### src/rtl/lcd_cmd_arbiter.sv
// Round-robin, burst-locking arbiter that feeds two command requesters into one LCD controller.
// Optional watchdogs (ISSUE timeout + stale-lock release) are built when LCD_ARB_TIMEOUT_EN is defined.
module lcd_cmd_arbiter #(
  parameter int GAP     = 160,
  parameter int TIMEOUT = 1024
) (
  input  logic       clk,
  input  logic       rst,
  input  logic       a_req,
  input  logic [9:0] a_cmd,
  input  logic       a_last,
  output logic       a_ack,
  input  logic       b_req,
  input  logic [9:0] b_cmd,
  input  logic       b_last,
  output logic       b_ack,
  input  logic       busy,
  output logic       lcd_enable,
  output logic [9:0] lcd_bus,
  output logic [1:0] grant,
  output logic       err
);

  localparam int GW = $clog2(GAP + 1);

  // Parameter sanity: the guard must outlast the controller's execute window.
  if (GAP < 152) begin : g_bad_gap
    $error("lcd_cmd_arbiter: GAP must be at least 152");
  end
  if (TIMEOUT < 2) begin : g_bad_timeout
    $error("lcd_cmd_arbiter: TIMEOUT must be at least 2");
  end

  typedef enum logic [1:0] {
    S_IDLE  = 2'd0,
    S_ISSUE = 2'd1,
    S_GUARD = 2'd2
  } state_t;

  state_t          r_state,   w_state_nxt;
  logic [GW-1:0]   r_guard,   w_guard_nxt;
  logic            r_enable,  w_enable_nxt;
  logic [9:0]      r_bus,     w_bus_nxt;
  logic            r_a_ack,   w_a_ack_nxt;
  logic            r_b_ack,   w_b_ack_nxt;
  logic [1:0]      r_grant,   w_grant_nxt;
  logic            r_lock_vld, w_lock_vld_nxt;
  logic            r_lock_b,  w_lock_b_nxt;
  logic            r_prio_b,  w_prio_b_nxt;

  logic            w_eligible;
  logic            w_pick_a;
  logic            w_pick_b;

`ifdef LCD_ARB_TIMEOUT_EN
  localparam int TW = $clog2(TIMEOUT + 1);

  logic            r_err,       w_err_nxt;
  logic [TW-1:0]   r_wdog,      w_wdog_nxt;
  logic [TW-1:0]   r_lock_wdog, w_lock_wdog_nxt;
  logic            w_owner_req;

  assign w_owner_req = r_lock_b ? b_req : a_req;
`endif

  // Requests are only looked at in IDLE, with the controller free and the guard expired.
  assign w_eligible = (r_state == S_IDLE) && !busy && (r_guard == '0);

  always_comb begin
    // NOTE: every combinational output gets a default first so no path can infer a latch.
    w_pick_a = 1'b0;
    w_pick_b = 1'b0;
    if (w_eligible) begin
      if (r_lock_vld) begin
        w_pick_a = !r_lock_b && a_req;
        w_pick_b =  r_lock_b && b_req;
      end else if (a_req && b_req) begin
        w_pick_a = !r_prio_b;
        w_pick_b =  r_prio_b;
      end else begin
        w_pick_a = a_req;
        w_pick_b = b_req;
      end
    end
  end

  always_comb begin
    w_state_nxt    = r_state;
    w_guard_nxt    = r_guard;
    w_enable_nxt   = r_enable;
    w_bus_nxt      = r_bus;
    w_a_ack_nxt    = 1'b0;
    w_b_ack_nxt    = 1'b0;
    w_grant_nxt    = r_grant;
    w_lock_vld_nxt = r_lock_vld;
    w_lock_b_nxt   = r_lock_b;
    w_prio_b_nxt   = r_prio_b;
`ifdef LCD_ARB_TIMEOUT_EN
    w_err_nxt       = r_err;
    w_wdog_nxt      = r_wdog;
    w_lock_wdog_nxt = '0;
`endif

    unique case (r_state)
      S_IDLE: begin
        if (w_pick_a) begin
          w_bus_nxt      = a_cmd;
          w_enable_nxt   = 1'b1;
          w_a_ack_nxt    = 1'b1;
          w_grant_nxt    = 2'b01;
          w_lock_vld_nxt = !a_last;
          w_lock_b_nxt   = 1'b0;
          w_prio_b_nxt   = 1'b1;
          w_state_nxt    = S_ISSUE;
`ifdef LCD_ARB_TIMEOUT_EN
          w_wdog_nxt     = '0;
`endif
        end else if (w_pick_b) begin
          w_bus_nxt      = b_cmd;
          w_enable_nxt   = 1'b1;
          w_b_ack_nxt    = 1'b1;
          w_grant_nxt    = 2'b10;
          w_lock_vld_nxt = !b_last;
          w_lock_b_nxt   = 1'b1;
          w_prio_b_nxt   = 1'b0;
          w_state_nxt    = S_ISSUE;
`ifdef LCD_ARB_TIMEOUT_EN
          w_wdog_nxt     = '0;
`endif
        end
`ifdef LCD_ARB_TIMEOUT_EN
        // Release a lock whose owner has gone quiet mid-burst.
        else if (r_lock_vld && !w_owner_req) begin
          if (r_lock_wdog == TW'(TIMEOUT - 1)) begin
            w_lock_vld_nxt = 1'b0;
          end else begin
            w_lock_wdog_nxt = r_lock_wdog + TW'(1);
          end
        end
`endif
      end

      S_ISSUE: begin
        if (busy) begin
          w_enable_nxt = 1'b0;
          w_guard_nxt  = GW'(GAP);
          w_state_nxt  = S_GUARD;
        end
`ifdef LCD_ARB_TIMEOUT_EN
        else if (r_wdog == TW'(TIMEOUT - 1)) begin
          w_enable_nxt   = 1'b0;
          w_err_nxt      = 1'b1;
          w_lock_vld_nxt = 1'b0;
          w_guard_nxt    = GW'(GAP);
          w_state_nxt    = S_GUARD;
        end else begin
          w_wdog_nxt = r_wdog + TW'(1);
        end
`endif
      end

      S_GUARD: begin
        if (r_guard != '0) begin
          w_guard_nxt = r_guard - GW'(1);
        end
        // Leave on the cycle the count lands on 0 so the spacing is GAP+3.
        if ((r_guard <= GW'(1)) && !busy) begin
          w_state_nxt = S_IDLE;
        end
      end

      default: begin
        w_state_nxt = S_IDLE;
      end
    endcase
  end

  always_ff @(posedge clk) begin
    if (rst) begin
      r_state    <= S_IDLE;
      r_guard    <= '0;
      r_enable   <= 1'b0;
      r_bus      <= '0;
      r_a_ack    <= 1'b0;
      r_b_ack    <= 1'b0;
      r_grant    <= 2'b00;
      r_lock_vld <= 1'b0;
      r_lock_b   <= 1'b0;
      r_prio_b   <= 1'b0;
`ifdef LCD_ARB_TIMEOUT_EN
      r_err       <= 1'b0;
      r_wdog      <= '0;
      r_lock_wdog <= '0;
`endif
    end else begin
      // NOTE: state registers use non-blocking assignments so every flop samples pre-edge values.
      r_state    <= w_state_nxt;
      r_guard    <= w_guard_nxt;
      r_enable   <= w_enable_nxt;
      r_bus      <= w_bus_nxt;
      r_a_ack    <= w_a_ack_nxt;
      r_b_ack    <= w_b_ack_nxt;
      r_grant    <= w_grant_nxt;
      r_lock_vld <= w_lock_vld_nxt;
      r_lock_b   <= w_lock_b_nxt;
      r_prio_b   <= w_prio_b_nxt;
`ifdef LCD_ARB_TIMEOUT_EN
      r_err       <= w_err_nxt;
      r_wdog      <= w_wdog_nxt;
      r_lock_wdog <= w_lock_wdog_nxt;
`endif
    end
  end

  assign a_ack      = r_a_ack;
  assign b_ack      = r_b_ack;
  assign lcd_enable = r_enable;
  assign lcd_bus    = r_bus;
  assign grant      = r_grant;

`ifdef LCD_ARB_TIMEOUT_EN
  assign err = r_err;
`else
  assign err = 1'b0;
`endif

endmodule

### config.mk
export PLATFORM = sky130hd
export DESIGN_NAME = lcd_cmd_arbiter
export DESIGN_NICKNAME = d
export VERILOG_FILES = /design/src/rtl/lcd_cmd_arbiter.sv
export SDC_FILE = /design/constraint.sdc
export NUM_CORES = 1
export LEC_CHECK = 0
export CAP_MARGIN = 20
export CORE_ASPECT_RATIO = 1.1
export CORE_MARGIN = 2
export CORE_UTILIZATION = 44
export DETAILED_ROUTE_END_ITERATION = 12
export GPL_TIMING_DRIVEN = 0
export HOLD_SLACK_MARGIN = 0.03
export PLACE_DENSITY = 0.85
export SYNTH_ARGS = -nofsm -noshare
export SYNTH_HDL_FRONTEND = slang
export SYNTH_SLANG_ARGS = --single-unit
### constraint.sdc
create_clock -name clk -period 1.8 [get_ports clk]
set_input_delay 0.27 -clock clk [delete_from_list [all_inputs] [get_ports clk]]
set_output_delay 0.27 -clock clk [all_outputs]
set_load 0.03 [all_outputs]
After elaboration in Yosys (flattened, before gate mapping):

Cells that the tools add are included.

* flip-flop bits (word level): 28
* latch bits: 0
* memory bits (writable): 0
* memory bits (read-only): 0
* input bits: 27
* output and inout port bits: 16
* word-level logic and storage cells: 71
* memories kept: 0

* add/sub/neg operators: 1
* multipliers: 0
* divide/modulo/power cells: 0
* order comparisons: 1
* equality and inequality tests: 6
* shift-type cells: 0
* multiplexer cells: 29
* bitwise logic cells: 1
* reductions and logical operators: 23

Operators with widths (number)
* two-way mux 10 bit: 2
* two-way mux 1 bit: 16
* two-way mux 8 bit: 2
* case mux 8 bit (2 select lines): 1
* two-way mux 2 bit: 6
* AND reduction 3 bit: 3
* less-or-equal comparator 8 x 1 -> 1 bit, second input constant: 1
* logical NOT 8 bit: 1
* nonzero test 8 bit: 1
* subtractor 8 x 1 -> 8 bit, second input constant: 1
* logical AND 1 bit: 6
* != test 2 bit, second input constant: 3
* case mux 2 bit (3 select lines): 1
* nonzero test 2 bit: 3
* logical NOT 1 bit: 5
* != test 3 bit, second input constant: 1
* OR reduction 3 bit: 1
* == test 2 x 1 -> 1 bit, second input constant: 1
* == test 2 bit, second input constant: 1
* logical NOT 2 bit: 1
* case mux 1 bit (2 select lines): 1
* AND reduction 2 bit: 1
* OR reduction 2 bit: 1
* NOT 1 bit: 1

Logic depth before layout (Yosys ltp):

Gate-level depths: netlist of the first run.

* depth in word-level cells: 7
* mapped depth: 8
* depth with buffers taken out: 6

Worst setup path after synthesis of the first run:

No wires, ideal clock.

* path kind: reg-to-reg
* start: reg r_guard[0]
* end: reg r_bus[0], in the netlist lcd_bus[0]
* arrival: 1.516 ns
* data required time: 1.665 ns
* path slack: 0.149 ns
* cell stages (with the launch flop): 8
* path buffers: 1
* clock period less this slack: 1.651 ns
* path through: dfxtp_1 inv_1 ha_1 nor4b_2 nand3_1 clkbuf_1 a211oi_1 a211oi_1

* longest elaborated chain between the ends: 5
* elaborated cells on any way between the ends: 7
* classes of those cells: mux: 3; reduce/logical: 4

Ends and longest elaborated chain
* start, declared: line 41 `logic [GW-1:0] r_guard, w_guard_nxt;`
* start signal, assigned: line 198 `r_guard <= w_guard_nxt;`
* logical NOT 8 bit *: line 67 `assign w_eligible = (r_state == S_IDLE) && !busy && (r_guard == '0);`
* logical AND 1 bit *: line 67
* two-way mux 1 bit: line 73 `if (w_eligible) begin`
* nonzero test 2 bit (no source line)
* AND reduction 2 bit (no source line)
* end signal, assigned: line 200 `r_bus <= w_bus_nxt;`
* end, declared: line 43 `logic [9:0] r_bus, w_bus_nxt;`

Mark *: on every way between the ends. The rest lies on a longest branch, timed or not.
A chain may end at the register's enable or synchronous reset.

Worst setup path after layout of the first run:

* start: in busy
* end: reg r_guard[3]

* longest elaborated chain between the ends: 2

Ends and longest elaborated chain
* start, declared: line 17 `input logic busy,`
* != test 2 bit (no source line)
* AND reduction 3 bit (no source line)

No other way between the ends.

==> results of run 1 <==
## cell type report
type | instances | area, um^2
plain buffers | 12 | 95.1
clock buffers | 3 | 22.5
clock inverters | 1 | 30.0
fillers | 248 | 1010
inverters | 3 | 13.8
multi-input cells | 119 | 815
flip-flops and latches | 26 | 526
well taps | 34 | 42.5
repair buffers | 46 | 467
## worst max-delay path, cell delays in order
cell and delay [ns]:
clkdlybuf4s50_1 0.56, nand3b_1 0.26, a2111o_1 0.50, or3_1 0.32, a21oi_1 0.14
## flip-flops by register name, indices dropped and copies added (netlist names)
name,flops
a_ack,1
b_ack,1
grant,2
lcd_bus,10
lcd_enable,1
r_guard,8
r_lock_vld,1
r_state,2
## synthesized netlist by cell type (2+ instances only)
library cell	n
dfxtp_1	26
a211oi_1	20
a21oi_1	18
o21ai_0	15
nor2_1	10
buf_4	5
nand2_1	5
clkbuf_1	4
or3_1	4
ha_1	3
inv_1	3
nand3_1	3
or4_1	3
a22oi_1	2
buf_2	2
nand2b_1	2
nand3b_1	2
nand4_1	2
nor3_1	2
o31ai_1	2
xnor2_1	2
## worst max-delay path by stage
stage	from	to	slack, ns	cells after the start
detailed placement	b_req	lcd_bus[5]	-0.34	6
global placement	b_req	lcd_bus[5]	-0.33	6
CTS	grant[0]	grant[0]	0.01	2
finish	busy	r_guard[3]	0.01	5
global route	r_guard[0]	lcd_bus[2]	-0.02	8
floorplan	r_guard[0]	lcd_bus[0]	0.15	7
## logic make-up after synthesis
logic type / count (synthesis) / share of synthesized area (%)
AOI/OAI and AO/OA: 67 / 31.8
adders and majority gates: 3 / 2.71
DFF: 26 / 37.5
and+or+nand+nor: 44 / 19.9
buffers and inverters: 15 / 5.96
other: 1 / 0.270
xor gates and xnor gates: 3 / 1.90
## power by group
group | internal [mW] | switching (mW)
sequential | 0.631 | 0.0435
combinational | 0.305 | 0.329
clock | 0.225 | 0.184
total | 1.16 | 0.557
## stage by stage
stage          std cells  hold WS [ns]  cell area, um^2  power [mW]  TNS [ns]
5_1_grt              244         0.496             2010        1.82   -0.0375
2_1_floorplan        159         0.425             1390        1.03         0
6_report             244         0.494             2010        1.72         0
3_3_place_gp         234         0.478             1840        1.23     -3.75
4_1_cts              239         0.487             1920        1.66         0
3_5_place_dp         234         0.485             1840        1.24     -3.89
## repair_timing
item	4_1_cts	5_1_grt
endpoints found under the setup margin	14	21
resized for setup	5	24
hold buffers	0	0
pin swaps	0	4
buffers inserted	1	3
cloned	0	2
## routing by layer
layer / track usage (%) / up-vias / wire length (um)
met1: 23.8 / 670 / 1560
met2: 33.1 / 60 / 1730
met4: 9.88 / 0 / 46
met5: 0 / - / 0
met3: 4.14 / 6 / 229
li1: - / 711 / -
==> impl_results.md, run 1 <==
- CTS max path bufs: 2
- Async S/R FF share, synth: 0%
- Hold path endpoint: lcd_bus[0]
- Reg-to-reg endpoint: r_guard[3]
- Clock sinks: 26
- F_max: 0.560 GHz
- First-pass GRT wire length: 5.76 mm
- CP max FO: 7
- HP Start: b_cmd[0]
- R2R Setup Slk: 0.06 ns
- Largest net degree at the start of global routing: 16
- DRT iter0 DRCs: 35
- Antenna-violating nets left: 0
- Yosys top cell area share: 37.5%
- Layout Nets: 241
- Clock Latency Late Sink: 0.32 ns
- Final Max Slew Viols: 0
- Top FF cell, synth: dfxtp_1
- Final core occ: 66.5%
- Die footprint: 3620 um^2
- Total congestion overflow: 0
- Wire per inst: 14.6 um
- Die width: 57.5 um
- Number of global-route vias before repair: 1320
- Status: finished clean
- Hpwl dp: 2.43 mm
- Peak supply drop: 577 uV
- Fraction of layout cells with a size suffix above 1: 16.7%
- Crit Reg-Reg Startpoint: r_state[1]
- Worst r2r path cells: 4
- Most common cell after layout, fill and taps aside: clkdlybuf4s50_1
- Power Density: 855 nW/um^2
- Setup crit start kind: input port
- Min Tclk post-route: 1.79 ns
- Avg Inst Size Synth: 8.72 um^2
- GP Congestion: 0.774
- Final Hold Fails: 0
- IO Port Bufs: 41
- Final WS setup: 0.0147 ns
- H-tree Lvls: 1
- DIE HEIGHT: 62.9 um
- I/O Pins: 43
- Hold Crit Class: in2reg
- Post-Place Setup Slack: -0.344 ns
- Synth Cell Area: 1390 um^2
- Syn. warnings: 0
- Initial Util: 45.9%
- Final period utilization: 99.2%
- Cell taking the most area after synthesis: dfxtp_1
- Crit path kind: in2reg
- Antenna violations before repair: 0
- Post-synthesis cell count: 159
- P&R area growth vs syn: 45.0%
- Arrival time at the worst endpoint: 2.06 ns
- Register area share after synthesis: 37.5%
- Reg clk slew, reported paths: 0.15 ns
- Post-Route WL: 3.57 mm
- Drt drc: 0
- # rows: 21
- Core Footprint: 3020 um^2
- Ranking of synthesized cells by area: dfxtp_1 38%, a211oi_1 11%, a21oi_1 6.5%
- Synthesized Nets: 189
- Vias per cell: 5.93
- CTS tree: yes
- Worst EP required: 2.07 ns
- Highest-count cells in the layout ignoring fill and taps: 39 x clkdlybuf4s50_1, 24 x dfxtp_1, 20 x a211oi_1
- Max Clock Skew: 0.00147 ns
- Critical path endpoint category: flip-flop
- Number of synthesized flops with an enable pin: 0
- Max_cap viols: 0
- Pleak: 0.752 nW
- Via count: 1447
- Drt first pass iters: 4
- All-Layer GR Usage: 19.9%
- Root buf cell: clkbuf_4
- Antenna diodes: 0
- CTS Buf Count: 3
- #FFs+latches synth: 26
- Synth cell types: 45
- Hold path depth: 3
- Final number of setup-violating endpoints: 0
Note: power is estimated with default switching activity, not from simulation.
==> run 2: changes to the inputs <==
- SKIP_LAST_GASP: not set -> 1
==> results of run 2 <==
The final DEF is identical to that of run 1; final timing and power are the same.
==> run 3: changes to the inputs <==
- CAP_MARGIN: 20 -> not set
- HOLD_SLACK_MARGIN: 0.03 -> 0.05
- SKIP_LAST_GASP: 1 -> not set
==> results of run 3 <==
The final DEF is identical to that of run 1; final timing and power are the same.
